## config.mk

```make
export PLATFORM = sky130hd
export DESIGN_NAME = hive_thrd_ctl
export DESIGN_NICKNAME = d
export VERILOG_FILES = /design/src/rtl/hive_thrd_ctl_pkg.sv /design/src/rtl/hive_irq_edge.sv /design/src/rtl/hive_thrd_ctl.sv
export SDC_FILE = /design/constraint.sdc
export NUM_CORES = 1
export LEC_CHECK = 0
export CAP_MARGIN = 10
export CORE_ASPECT_RATIO = 1.1
export CORE_MARGIN = 10
export CORE_UTILIZATION = 41
export CTS_CLUSTER_DIAMETER = 100
export DETAILED_ROUTE_END_ITERATION = 10
export PLACE_DENSITY = 0.75
export SYNTH_ARGS = -nofsm -noshare
export SYNTH_HDL_FRONTEND = slang
export SYNTH_SLANG_ARGS = --single-unit
```

## constraint.sdc

```tcl
create_clock -name clk_i -period 1.7 [get_ports clk_i]
set_clock_uncertainty 0.1 [all_clocks]
set_input_delay 0.425 -clock clk_i [delete_from_list [all_inputs] [get_ports clk_i]]
set_output_delay 0.425 -clock clk_i [all_outputs]
set_load 0.05 [all_outputs]
```

## src/rtl/hive_thrd_ctl_pkg.sv

```systemverilog
// Shared configuration and types for the thread-control slice of the hive core.
// hive_params fixes the ring geometry; hive_types builds the ID/vector types on top of it.
package hive_params;
  localparam int THREADS = 8;
  localparam int ID_W    = $clog2(THREADS);
endpackage

package hive_types;
  import hive_params::*;

  typedef logic [ID_W-1:0]    ID_T;
  typedef logic [THREADS-1:0] thrd_vec_t;

  // Outcome of the registered slot decision for the next ring thread.
  typedef enum logic [1:0] {
    SLOT_NONE = 2'd0,
    SLOT_IRQ  = 2'd1,
    SLOT_CLT  = 2'd2
  } slot_e;

  function automatic thrd_vec_t id_mask(input ID_T id);
    thrd_vec_t m;
    m     = '0;
    m[id] = 1'b1;
    return m;
  endfunction
endpackage

```

## src/rtl/hive_irq_edge.sv

```systemverilog
// Per-thread rising-edge detector on the external interrupt requests.
// HIVE_IRQ_SYNC_EN inserts a 2-flop synchronizer ahead of the detector for asynchronous req_i.
module hive_irq_edge
  import hive_params::*;
(
  input  logic               clk_i,
  input  logic               rst_i,
  input  logic [THREADS-1:0] req_i,
  output logic [THREADS-1:0] rise_o
);

  logic [THREADS-1:0] req_s;
  logic [THREADS-1:0] req_q;

`ifdef HIVE_IRQ_SYNC_EN
  logic [THREADS-1:0] sync_q;

  always_ff @(posedge clk_i) begin
    if (rst_i) begin
      sync_q <= '0;
      req_s  <= '0;
    end else begin
      sync_q <= req_i;
      req_s  <= sync_q;
    end
  end
`else
  assign req_s = req_i;
`endif

  // NOTE: sequential state uses non-blocking assignments so every flop samples pre-edge values.
  always_ff @(posedge clk_i) begin
    if (rst_i) req_q <= '0;
    else       req_q <= req_s;
  end

  assign rise_o = req_s & ~req_q;

endmodule

```

## src/rtl/hive_thrd_ctl.sv

```systemverilog
// Per-thread irq/clt generator for the PC ring: tracks pending, enable, in-service and
// clear-pending state and pulses irq_o/clt_o in the ring slot of an eligible thread.
module hive_thrd_ctl
  import hive_params::*;
  import hive_types::*;
(
  input  logic               clk_i,
  input  logic               rst_i,
  input  logic [THREADS-1:0] req_i,
  input  logic               en_wr_i,
  input  logic [THREADS-1:0] en_i,
  input  logic               clr_wr_i,
  input  logic [THREADS-1:0] clr_i,
  input  logic               irt_i,
  output logic [ID_W-1:0]    id_o,
  output logic               irq_o,
  output logic               clt_o,
  output logic [THREADS-1:0] en_o,
  output logic [THREADS-1:0] pnd_o,
  output logic [THREADS-1:0] ise_o
);

  ID_T       id_q;
  logic      irq_q;
  logic      clt_q;
  thrd_vec_t en_q;
  thrd_vec_t pnd_q;
  thrd_vec_t ise_q;
  thrd_vec_t clp_q;

  thrd_vec_t rise;
  ID_T       nxt_id;
  thrd_vec_t nxt_mask;
  thrd_vec_t irt_mask;
  slot_e     slot;
  thrd_vec_t pnd_d;
  thrd_vec_t ise_d;
  thrd_vec_t clp_d;

  hive_irq_edge u_edge (
    .clk_i  (clk_i),
    .rst_i  (rst_i),
    .req_i  (req_i),
    .rise_o (rise)
  );

  // The decision is registered one slot early so irq_o/clt_o line up with id_o.
  assign nxt_id   = id_q + ID_T'(1);
  assign nxt_mask = id_mask(nxt_id);
  assign irt_mask = irt_i ? id_mask(id_q) : '0;

  // NOTE: every always_comb output gets a default first so no latch is inferred.
  always_comb begin
    slot = SLOT_NONE;
    if (clp_q[nxt_id]) begin
      slot = SLOT_CLT;
    end else if (pnd_q[nxt_id] && en_q[nxt_id] && !ise_q[nxt_id]) begin
      slot = SLOT_IRQ;
    end
  end

  // Clears are applied before sets, so a new edge or clear write wins over consumption.
  always_comb begin
    pnd_d = pnd_q;
    ise_d = ise_q & ~irt_mask;
    clp_d = clp_q;
    unique case (slot)
      SLOT_CLT: begin
        clp_d = clp_d & ~nxt_mask;
        pnd_d = pnd_d & ~nxt_mask;
        ise_d = ise_d & ~nxt_mask;
      end
      SLOT_IRQ: begin
        pnd_d = pnd_d & ~nxt_mask;
        ise_d = ise_d | nxt_mask;
      end
      default: ;
    endcase
    pnd_d = pnd_d | rise;
    if (clr_wr_i) clp_d = clp_d | clr_i;
  end

  always_ff @(posedge clk_i) begin
    if (rst_i) begin
      id_q  <= '0;
      irq_q <= 1'b0;
      clt_q <= 1'b0;
      en_q  <= '0;
      pnd_q <= '0;
      ise_q <= '0;
      clp_q <= '0;
    end else begin
      id_q  <= nxt_id;
      irq_q <= (slot == SLOT_IRQ);
      clt_q <= (slot == SLOT_CLT);
      if (en_wr_i) en_q <= en_i;
      pnd_q <= pnd_d;
      ise_q <= ise_d;
      clp_q <= clp_d;
    end
  end

  assign id_o  = id_q;
  assign irq_o = irq_q;
  assign clt_o = clt_q;
  assign en_o  = en_q;
  assign pnd_o = pnd_q;
  assign ise_o = ise_q;

endmodule

```

**Word-level counts from Yosys, hierarchy flattened**

Cells that the tools add are included.
Widths: inputs -> output; s select.

- Register bits: 45
- Bits of input ports: 29
- Word-level logic and storage cells: 51

- $add $sub $neg: 1
- Magnitude comparators: 4
- Equal/unequal tests: 2
- Muxes and demuxes: 19
- Bitwise gates (word level): 11
- Reduce and logical (&&, ||, !) cells: 6

Operator list:

| cell | number |
|---|---|
| $and 8x8->8 | 5 |
| $mux 8 | 4 |
| $not 8->8 | 3 |
| $or 8x8->8 | 3 |
| $pmux 8 s2 | 1 |
| $bmux 1 s3 | 4 |
| $lt 3x4->1 const B | 2 |
| $mux 1 | 7 |
| $demux 1 s3 | 2 |
| $ge 3x1->1 const B | 2 |
| $logic_and 1x1->1 | 4 |
| $add 3x1->3 const B | 1 |
| $eq 2x1->1 const B | 1 |
| $eq 2x2->1 const B | 1 |
| $mux 2 | 1 |
| $reduce_or 2->1 | 1 |
| $logic_not 1->1 | 1 |

**Longest topological paths before layout**

Gate-level depths: netlist of the first run.

- Word-level depth: 11
- Depth in mapped cells: 6
- Depth with buffers taken out: 5

**By module**

Synthesis of the first run repeated with hierarchy kept, for this count alone.

- Cell total of the unflattened synthesis: 211
- Area total of the unflattened synthesis: 2001.9 µm²

Modules (own cells, without submodules):

| module | times used | cells an instance | area an instance (µm²) |
|---|---|---|---|
| hive_thrd_ctl | 1 | 187 | 1741.7 |
| hive_irq_edge | 1 | 24 | 260.2 |

**Worst setup path before layout of the first run**

OpenSTA, ideal clock, no wires.

- Kind: register to register
- From: reg id_q[1], in the netlist id_o[1]
- To: reg pnd_q[5], in the netlist pnd_o[5]
- Setup time: 0.117 ns
- Arrival time: 1.861 ns
- Data required time: 1.483 ns
- Path slack: -0.378 ns
- Cell stages (with the launch flop): 6
- Path buffers: 1
- Cell sequence: dfxtp_1 ha_1 buf_2 nor2_1 a31oi_1 a32o_1

- Word-level cells in the longest chain between the ends: 11
- Elaborated cells between the ends (all ways): 26

RTL lines:

| element | RTL line | text |
|---|---|---|
| from (decl) | hive_thrd_ctl.sv:23 | `ID_T id_q;` |
| from (signal assigned) | hive_thrd_ctl.sv:93 | `id_q <= nxt_id;` |
| $add 3x1->3 * | hive_thrd_ctl.sv:48 | `assign nxt_id = id_q + ID_T'(1);` |
| net nxt_id[1] | hive_thrd_ctl.sv:32 | `ID_T nxt_id;` |
| $bmux 1 s3 | hive_thrd_ctl.sv:57 | `end else if (pnd_q[nxt_id] && en_q[nxt_id] && !ise_q[nxt_id]) begin` |
| $mux 1 (implied by the code) | hive_thrd_ctl.sv:57 |  |
| $logic_and 1x1->1 or $logic_not 1->1 (tied branches) | hive_thrd_ctl.sv:57 |  |
| $logic_and 1x1->1 | hive_thrd_ctl.sv:57 |  |
| $mux 1 | hive_thrd_ctl.sv:57 |  |
| $mux 2 | hive_thrd_ctl.sv:55 | `if (clp_q[nxt_id]) begin` |
| $eq 2x1->1 or $eq 2x2->1 (tied branches) | hive_thrd_ctl.sv:67 | `unique case (slot)` |
| $reduce_or 2->1 (no source line) | n/a |  |
| $mux 8 * | n/a |  |
| $or 8x8->8 * | hive_thrd_ctl.sv:79 | `pnd_d = pnd_d \| rise;` |
| to (signal assigned) | hive_thrd_ctl.sv:97 | `pnd_q <= pnd_d;` |
| to (decl) | hive_thrd_ctl.sv:27 | `thrd_vec_t pnd_q;` |

Mark *: on every way through the listed nets, which the timed path passes. The rest lies on a longest branch. The select of a mux whose other input is x is not followed.
A chain may end at the register's enable or synchronous reset.

**Final worst setup path of the first run**

- From: reg id_q[0], in the netlist id_o[0]
- To: reg irq_q, in the netlist irq_o

- Word-level cells in the longest chain between the ends: 8
- Elaborated cells between the ends (all ways): 15

RTL lines:

| element | RTL line | text |
|---|---|---|
| $add 3x1->3 * | hive_thrd_ctl.sv:48 |  |
| net nxt_id[1] | hive_thrd_ctl.sv:32 |  |
| $bmux 1 s3 | hive_thrd_ctl.sv:57 |  |
| $mux 1 (implied by the code) | hive_thrd_ctl.sv:57 |  |
| $logic_and 1x1->1 or $logic_not 1->1 (tied branches) | hive_thrd_ctl.sv:57 |  |
| $logic_and 1x1->1 | hive_thrd_ctl.sv:57 |  |
| $mux 1 | hive_thrd_ctl.sv:57 |  |
| $mux 2 * | hive_thrd_ctl.sv:55 |  |
| $eq 2x1->1 * | hive_thrd_ctl.sv:94 | `irq_q <= (slot == SLOT_IRQ);` |
| to (signal assigned) | hive_thrd_ctl.sv:94 |  |
| to (decl) | hive_thrd_ctl.sv:24 | `logic irq_q;` |

Marked as above.

==> summary.txt, run 1 <==
Lkg Pwr -> 0.00129 uW
Async S/R FF share, synth -> 0%
Core Area -> 4320 um^2
Worst setup margin -> -0.0198 ns
CTS tree -> done
Post-Syn Nets -> 215
Met2 Routed Length -> 2760 um
Adder-Cell Fraction of Synth Area -> 0.678%
Post-synth EDFFs -> 0
Fin util -> 74.1%
FMAX -> 581 MHz
Antenna cells -> 0
Slew Limit Fails -> 0
Status -> finished, violations left
RSZ-0062 raised after global routing -> true
Failing checks -> setup timing
DR pass1 iterations -> 4
Mapped cell area -> 1850 um^2
Clk sink count -> 45
Reg power frac -> 41.2%
Power share of the combinational group -> 26.1%
Final TNS setup -> -0.0198 ns
Worst Setup Start Kind -> flip-flop
Die Y-Extent -> 90.4 um
Antenna violations before repair -> 0
Metal-1 WL -> 2290 um
Worst-path fanout max -> 9
Power share of the clock group -> 32.7%
Synth Area in Simple Gates -> 18.0%
Met3 wire length -> 455 um
Drt total wl -> 5600 um
Reg2reg setup slack -> -0.02 ns
Largest net degree at the start of global routing -> 16
Starting DRC count in detailed routing -> 125
Share of layout cells above drive strength 1 -> 32.6%
HPWL Detailed -> 4150 um
TritonCTS buffer count -> 5
Total die area -> 7590 um^2
Post-synthesis cell count -> 185
Ys Warns -> 0
Clock transition at path regs -> 0.08 ns
WS Path Type -> flip-flop to flip-flop
Drt drc -> 0
Post-Syn Area per Cell -> 9.98 um^2
Die width -> 84.0 um
Tot GR Track Use -> 13.9%
CTS Buffer Depth -> 2
Site row count -> 25
R2R cell count -> 5
Sw frac -> 27.4%
Initial Util -> 42.8%
Max H-tree Level -> 2
Vias per cell -> 5.40
Critical Path RT -> 1.81 ns
Worst EP arrival -> 1.83 ns
Antenna Violating Nets Remaining -> 0
Combinational family with the most area after synthesis -> compound AO/OA/AOI/OAI gates
R2R Path End -> irq_o
Final setup fails -> 1
Root Buffer -> clkbuf_8
Buffers on Ports -> 57
Most used DFF post-synth -> dfxtp_1
Unique cell type count in the Yosys netlist -> 42
GPL Wtd Cong -> 0.868
Post-synthesis mux area share -> 7.52%
Worst Setup End Kind -> flip-flop
PD cells -> 899 nW/um^2
Switch Pwr -> 787 uW
Top Layer Used -> met4
Hold path endpoint -> pnd_o[6]
I/O pins -> 58
Worst hold path stage count -> 2
Max capacitance violation total -> 0
Period minus WS final -> 1.72 ns
CP Launch Point -> id_o[0]
Hold Buf Count CTS -> 0
R2r startpoint -> id_o[0]
Hold Crit Start -> u_edge.req_q[6]
First-pass GRT wire length -> 8890 um
Post-synthesis xor/xnor area fraction -> 1.76%
Syn-to-layout area delta -> 73.2%
Vias post-DR -> 1748
Final worst-path cycle share -> 101%
#FFs+latches synth -> 45
Worst-margin pin slew -> 0.568 ns
Internal Dissipation -> 2090 uW
GRT overflow -> 0
Synth Area in Compound Gates -> 19.4%
Hold Crit Class -> flip-flop to flip-flop
Slew margin rel. -> 62.0%
Vias in the first global route -> 1823
Per-cell routed wire length -> 17.3 um
Clk_lat worst skew -> 0.30 ns
Post-synthesis sequential area ratio -> 48.8%
Final hold vios -> 0
Max IR drop VDD -> 0.000565 V
Layout Nets -> 299
## how the worst max path moves through the flow
stage	end	slack, ns	depth (start not counted)
floorplan	irq_o	0.02	6
global placement	clp_q[7]	-0.1	3
detailed placement	clp_q[7]	-0.16	3
CTS	irq_o	0.009	5
global route	irq_o	-0.07	5
finish	irq_o	-0.02	5
## power groups by stage
stage | sequential [uW] | combinational (uW) | clock, uW
final | 1180 | 751 | 940
after detailed placement | 1210 | 704 | 0
after CTS | 1180 | 713 | 944
after floorplan | 1320 | 212 | 0
after global routing | 1190 | 791 | 999
after global placement | 1200 | 698 | 0
## cell type report
cell class	count	area, um^2
well taps	54	67.6
fillers	272	1120
flip-flops and latches	45	910
clock buffers	5	68.8
multi-input cells	124	947
clock inverters	3	65.1
inverters	6	26.3
repair buffers	87	1110
## Yosys cell counts (3+ instances only)
cell	count	area [um^2]
nor2b_1	11	68.8
dfxtp_1	45	901
nor2_1	17	63.8
a22o_1	6	52.6
a21boi_0	4	30.0
nand2_1	12	45.0
o21ai_0	7	35.0
buf_2	4	20.0
a21oi_1	10	50.1
nand2b_1	5	31.3
and4b_1	3	30.0
mux2i_1	9	90.1
clkbuf_1	4	15.0
a32o_1	4	40.0
inv_1	6	22.5
## through the flow
stage                     std cells  instance area [um^2]  hold WS, ns  setup WS (ns)  power, uW
after floorplan                 185                  1870        0.341         0.0156       1530
after global placement          311                  2960        0.347        -0.0965       1900
after detailed placement        311                  2960        0.362         -0.164       1910
after CTS                       319                  3110        0.380        0.00916       2840
after global routing            324                  3200        0.396        -0.0654       2980
final                           324                  3200        0.380        -0.0198       2870
## critical path, stage by stage (launching register included)
cell and delay [ns]:
dfxtp_4 0.37, ha_4 0.34, mux4_2 0.39, nand2_2 0.11, nand2_1 0.07, a311oi_2 0.24
## registers in the layout, indices dropped and copies added (netlist names)
name,count
ise_o,8
pnd_o,8
id_o,3
clp_q,8
en_o,8
u_edge.req_q,8
irq_o,1
clt_o,1
## layer usage
metal / up-vias / GRT usage, %
met4: 0 / 3.49
met3: 9 / 5.14
met5: - / 0
li1: 839 / -
met1: 825 / 15.3
met2: 75 / 24.6
## cell usage in the layout (no fill, tap or decap), drive strengths merged, types with 4 or more instances in the layout
cell / n
buf: 59
dfxtp: 45
clkdlybuf4s50: 28
nor2: 17
nand2: 12
nor2b: 11
a21oi: 10
mux2i: 9
o21ai: 8
a22o: 6
a21boi: 6
inv: 5
nand2b: 5
clkbuf: 5
a32o: 4
## cells by family after synthesis
group / after synthesis
compound gates: 50
xor+xnor: 2
fa+ha+maj: 1
buf+inv: 16
flops: 45
mux: 11
simple gates: 60
## repair_timing
action | in CTS | in global routing
pin swaps | 0 | 2
resized for setup | 3 | 12
setup buffers | 0 | 5
setup endpoints to repair | 3 | 12
(Power assumes the default switching activity.)
==> run 2, diff against run 1 <==
SKIP_LAST_GASP = 1   (was default)
SLEW_MARGIN = 30   (was default)
==> run 2 against run 1 <==
The run still ends with setup timing left. Routed wire length up 1.7%. Clock-buffer cell count unchanged. Largest power group unchanged. Setup slack worse by 0.013 ns. Sequential share of layout area down 0.33 points. Worst hold slack about the same. Final cell count up 0.62%. Highest routed layer unchanged. Critical path depth unchanged. Flip-flop and latch count unchanged. Final area up 1.2%. Clock power about the same. Maximum frequency down 0.76%. Critical endpoint unchanged.
==> summary.txt, run 2 (synthesized netlist as in run 1, its figures left out) <==
Largest net degree at the start of global routing -> 16 (unchanged)
Switch Pwr -> 793 uW (was 787 uW)
WS Path Type -> flip-flop to flip-flop (unchanged)
Sw frac -> 27.4% (about the same)
Layout Nets -> 301 (was 299)
Crit path buf inv count -> 0 (unchanged)
Clock transition at path regs -> 0.08 ns (about the same)
Met3 wire length -> 428 um (was 455 um)
Buffers on Ports -> 57 (unchanged)
Die width -> 84.0 um (unchanged)
CP top delay family -> multiplexers (unchanged)
Power share of the clock group -> 32.4% (was 32.7%)
Commonest non-fill, non-tap cells in the layout -> 42 x dfxtp_1, 31 x buf_12, 28 x clkdlybuf4s50_1, 28 x buf_4, 16 x nor2_1 (was 42 x dfxtp_1, 31 x buf_12, 28 x clkdlybuf4s50_1)
Drt total wl -> 5700 um (was 5600 um)
First-pass GRT wire length -> 8890 um (unchanged)
Internal Dissipation -> 2100 uW (was 2090 uW)
Top Layer Used -> met4 (unchanged)
Vias per cell -> 5.43 (was 5.40)
PD cells -> 895 nW/um^2 (was 899 nW/um^2)
Commonest non-fill, non-tap cell in the layout -> dfxtp_1 (unchanged)
CP peak stage delay -> 0.39 ns (about the same)
Core Area -> 4320 um^2 (unchanged)
HPWL Detailed -> 4150 um (unchanged)
Root Buffer -> clkbuf_8 (unchanged)
Max capacitance violation total -> 0 (unchanged)
Slew Limit Fails -> 0 (unchanged)
Placed cells -> 311 (unchanged)
Status -> finished, violations left (unchanged)
Worst-path fanout max -> 9 (unchanged)
FMAX -> 577 MHz (was 581 MHz)
Clk sink count -> 45 (unchanged)
Failing checks -> setup timing (unchanged)
Worst-margin pin slew -> 0.588 ns (was 0.568 ns)
Final worst-path cycle share -> 102% (was 101%)
Final instance area -> 3240 um^2 (was 3200 um^2)
Reg power frac -> 40.9% (was 41.2%)
DR pass1 iterations -> 4 (unchanged)
Max IR drop VDD -> 0.000585 V (was 0.000565 V)
Initial Util -> 42.8% (unchanged)
RSZ-0062 raised after global routing -> true (unchanged)
Slew margin rel. -> 60.7% (was 62.0%)
Total die area -> 7590 um^2 (unchanged)
Period minus WS final -> 1.73 ns (was 1.72 ns)
Crit-path cells -> ha_4 -> mux4_2 -> nand2_1 -> nand2_1 -> a311oi_2 (was ha_4 -> mux4_2 -> nand2_2 -> nand2_1 -> a311oi_2)
Antenna Violating Nets Remaining -> 0 (unchanged)
Per-cell routed wire length -> 17.5 um (was 17.3 um)
Die Y-Extent -> 90.4 um (unchanged)
Clk_lat worst skew -> 0.29 ns (was 0.30 ns)
Drt drc -> 0 (unchanged)
Worst setup margin -> -0.0330 ns (was -0.0198 ns)
Hold Crit Class -> flip-flop to flip-flop (unchanged)
Starting DRC count in detailed routing -> 161 (was 125)
GRT overflow -> 0 (unchanged)
Tot GR Track Use -> 13.9% (unchanged)
Worst Setup Start Kind -> flip-flop (unchanged)
Worst EP arrival -> 1.84 ns (was 1.83 ns)
Crit path max-delay cell type -> mux4_2 (unchanged)
CTS tree -> done (unchanged)
Critical Path RT -> 1.81 ns (about the same)
Syn-to-layout area delta -> 75.3% (was 73.2%)
Lkg Pwr -> 0.00131 uW (was 0.00129 uW)
Site row count -> 25 (unchanged)
Power share of the combinational group -> 26.7% (was 26.1%)
Worst Setup End Kind -> flip-flop (unchanged)
Vias in the first global route -> 1823 (unchanged)
Antenna cells -> 0 (unchanged)
Final hold vios -> 0 (unchanged)
Post-Layout Cell Count -> 326 (was 324)
Antenna violations before repair -> 0 (unchanged)
DP Area -> 2960 um^2 (unchanged)
Max H-tree Level -> 2 (unchanged)
Most used cell, CP -> nand2_1
CTS Buffer Depth -> 2 (unchanged)
Metal-1 WL -> 2320 um (was 2290 um)
Met2 Routed Length -> 2880 um (was 2760 um)
Worst Hold Slack -> 0.380 ns (about the same)
GPL Wtd Cong -> 0.868 (unchanged)
Final setup fails -> 1 (unchanged)
Pre-CTS setup slack -> -0.164 ns (unchanged)
Share of layout cells above drive strength 1 -> 32.4% (was 32.6%)
Vias post-DR -> 1771 (was 1748)
Final TNS setup -> -0.0330 ns (was -0.0198 ns)
I/O pins -> 58 (unchanged)
TritonCTS buffer count -> 5 (unchanged)
==> run 2: per-layer routing <==
| layer | vias up | GRT usage (%) |
|---|---|---|
| met4 | 0 | 3.49 |
| met2 | 78 | 24.6 |
| met1 | 842 | 15.3 |
| li1 | 844 | - |
| met5 | - | 0 |
| met3 | 7 | 5.14 |
==> run 2: power by group through the flow <==
stage | clock [uW] | sequential (uW) | combinational, uW
6_report | 939 | 1180 | 773
5_1_grt | 999 | 1190 | 813
4_1_cts | 944 | 1180 | 711
3_5_place_dp | 0 | 1210 | 704
3_3_place_gp | 0 | 1200 | 698
2_1_floorplan | 0 | 1320 | 212
==> run 2: final timing paths <==
kind,startpoint,end,slack [ns],depth (start not counted)
setup reg to reg,id_o[0],irq_o,-0.03,5
hold / removal,u_edge.req_q[5],pnd_o[5],0.38,2
hold reg to reg,u_edge.req_q[5],pnd_o[5],0.38,2
setup / recovery,id_o[0],irq_o,-0.03,5
==> run 2: repair_timing <==
action / in CTS / in global routing
pin swaps: 0 / 4
hold buffers: 0 / 0
cloned: 0 / 1
resized for setup: 2 / 12
endpoints found under the setup margin: 3 / 11
setup buffers: 0 / 6
==> run 2: worst min-delay path, stage by stage, from the launching register on <==
cell,delay [ns]
dfxtp_1,0.30
inv_1,0.04
a32o_1,0.11
==> run 2: layout make-up <==
| class | count | area [um^2] |
|---|---|---|
| Clock buffer | 5 | 68.8 |
| Inverter | 6 | 26.3 |
| Tap cell | 54 | 67.6 |
| Sequential cell | 45 | 910 |
| Clock inverter | 3 | 65.1 |
| Fill cell | 262 | 1080 |
| Multi-Input combinational cell | 124 | 952 |
| Timing Repair Buffer | 89 | 1150 |
==> run 2: through the flow <==
stage / util (%) / total power (uW)
floorplan: - / 1530
global placement: 68.6 / 1900
detailed placement: 68.6 / 1910
CTS: 71.9 / 2840
global route: 75.0 / 3010
finish: 75.0 / 2900
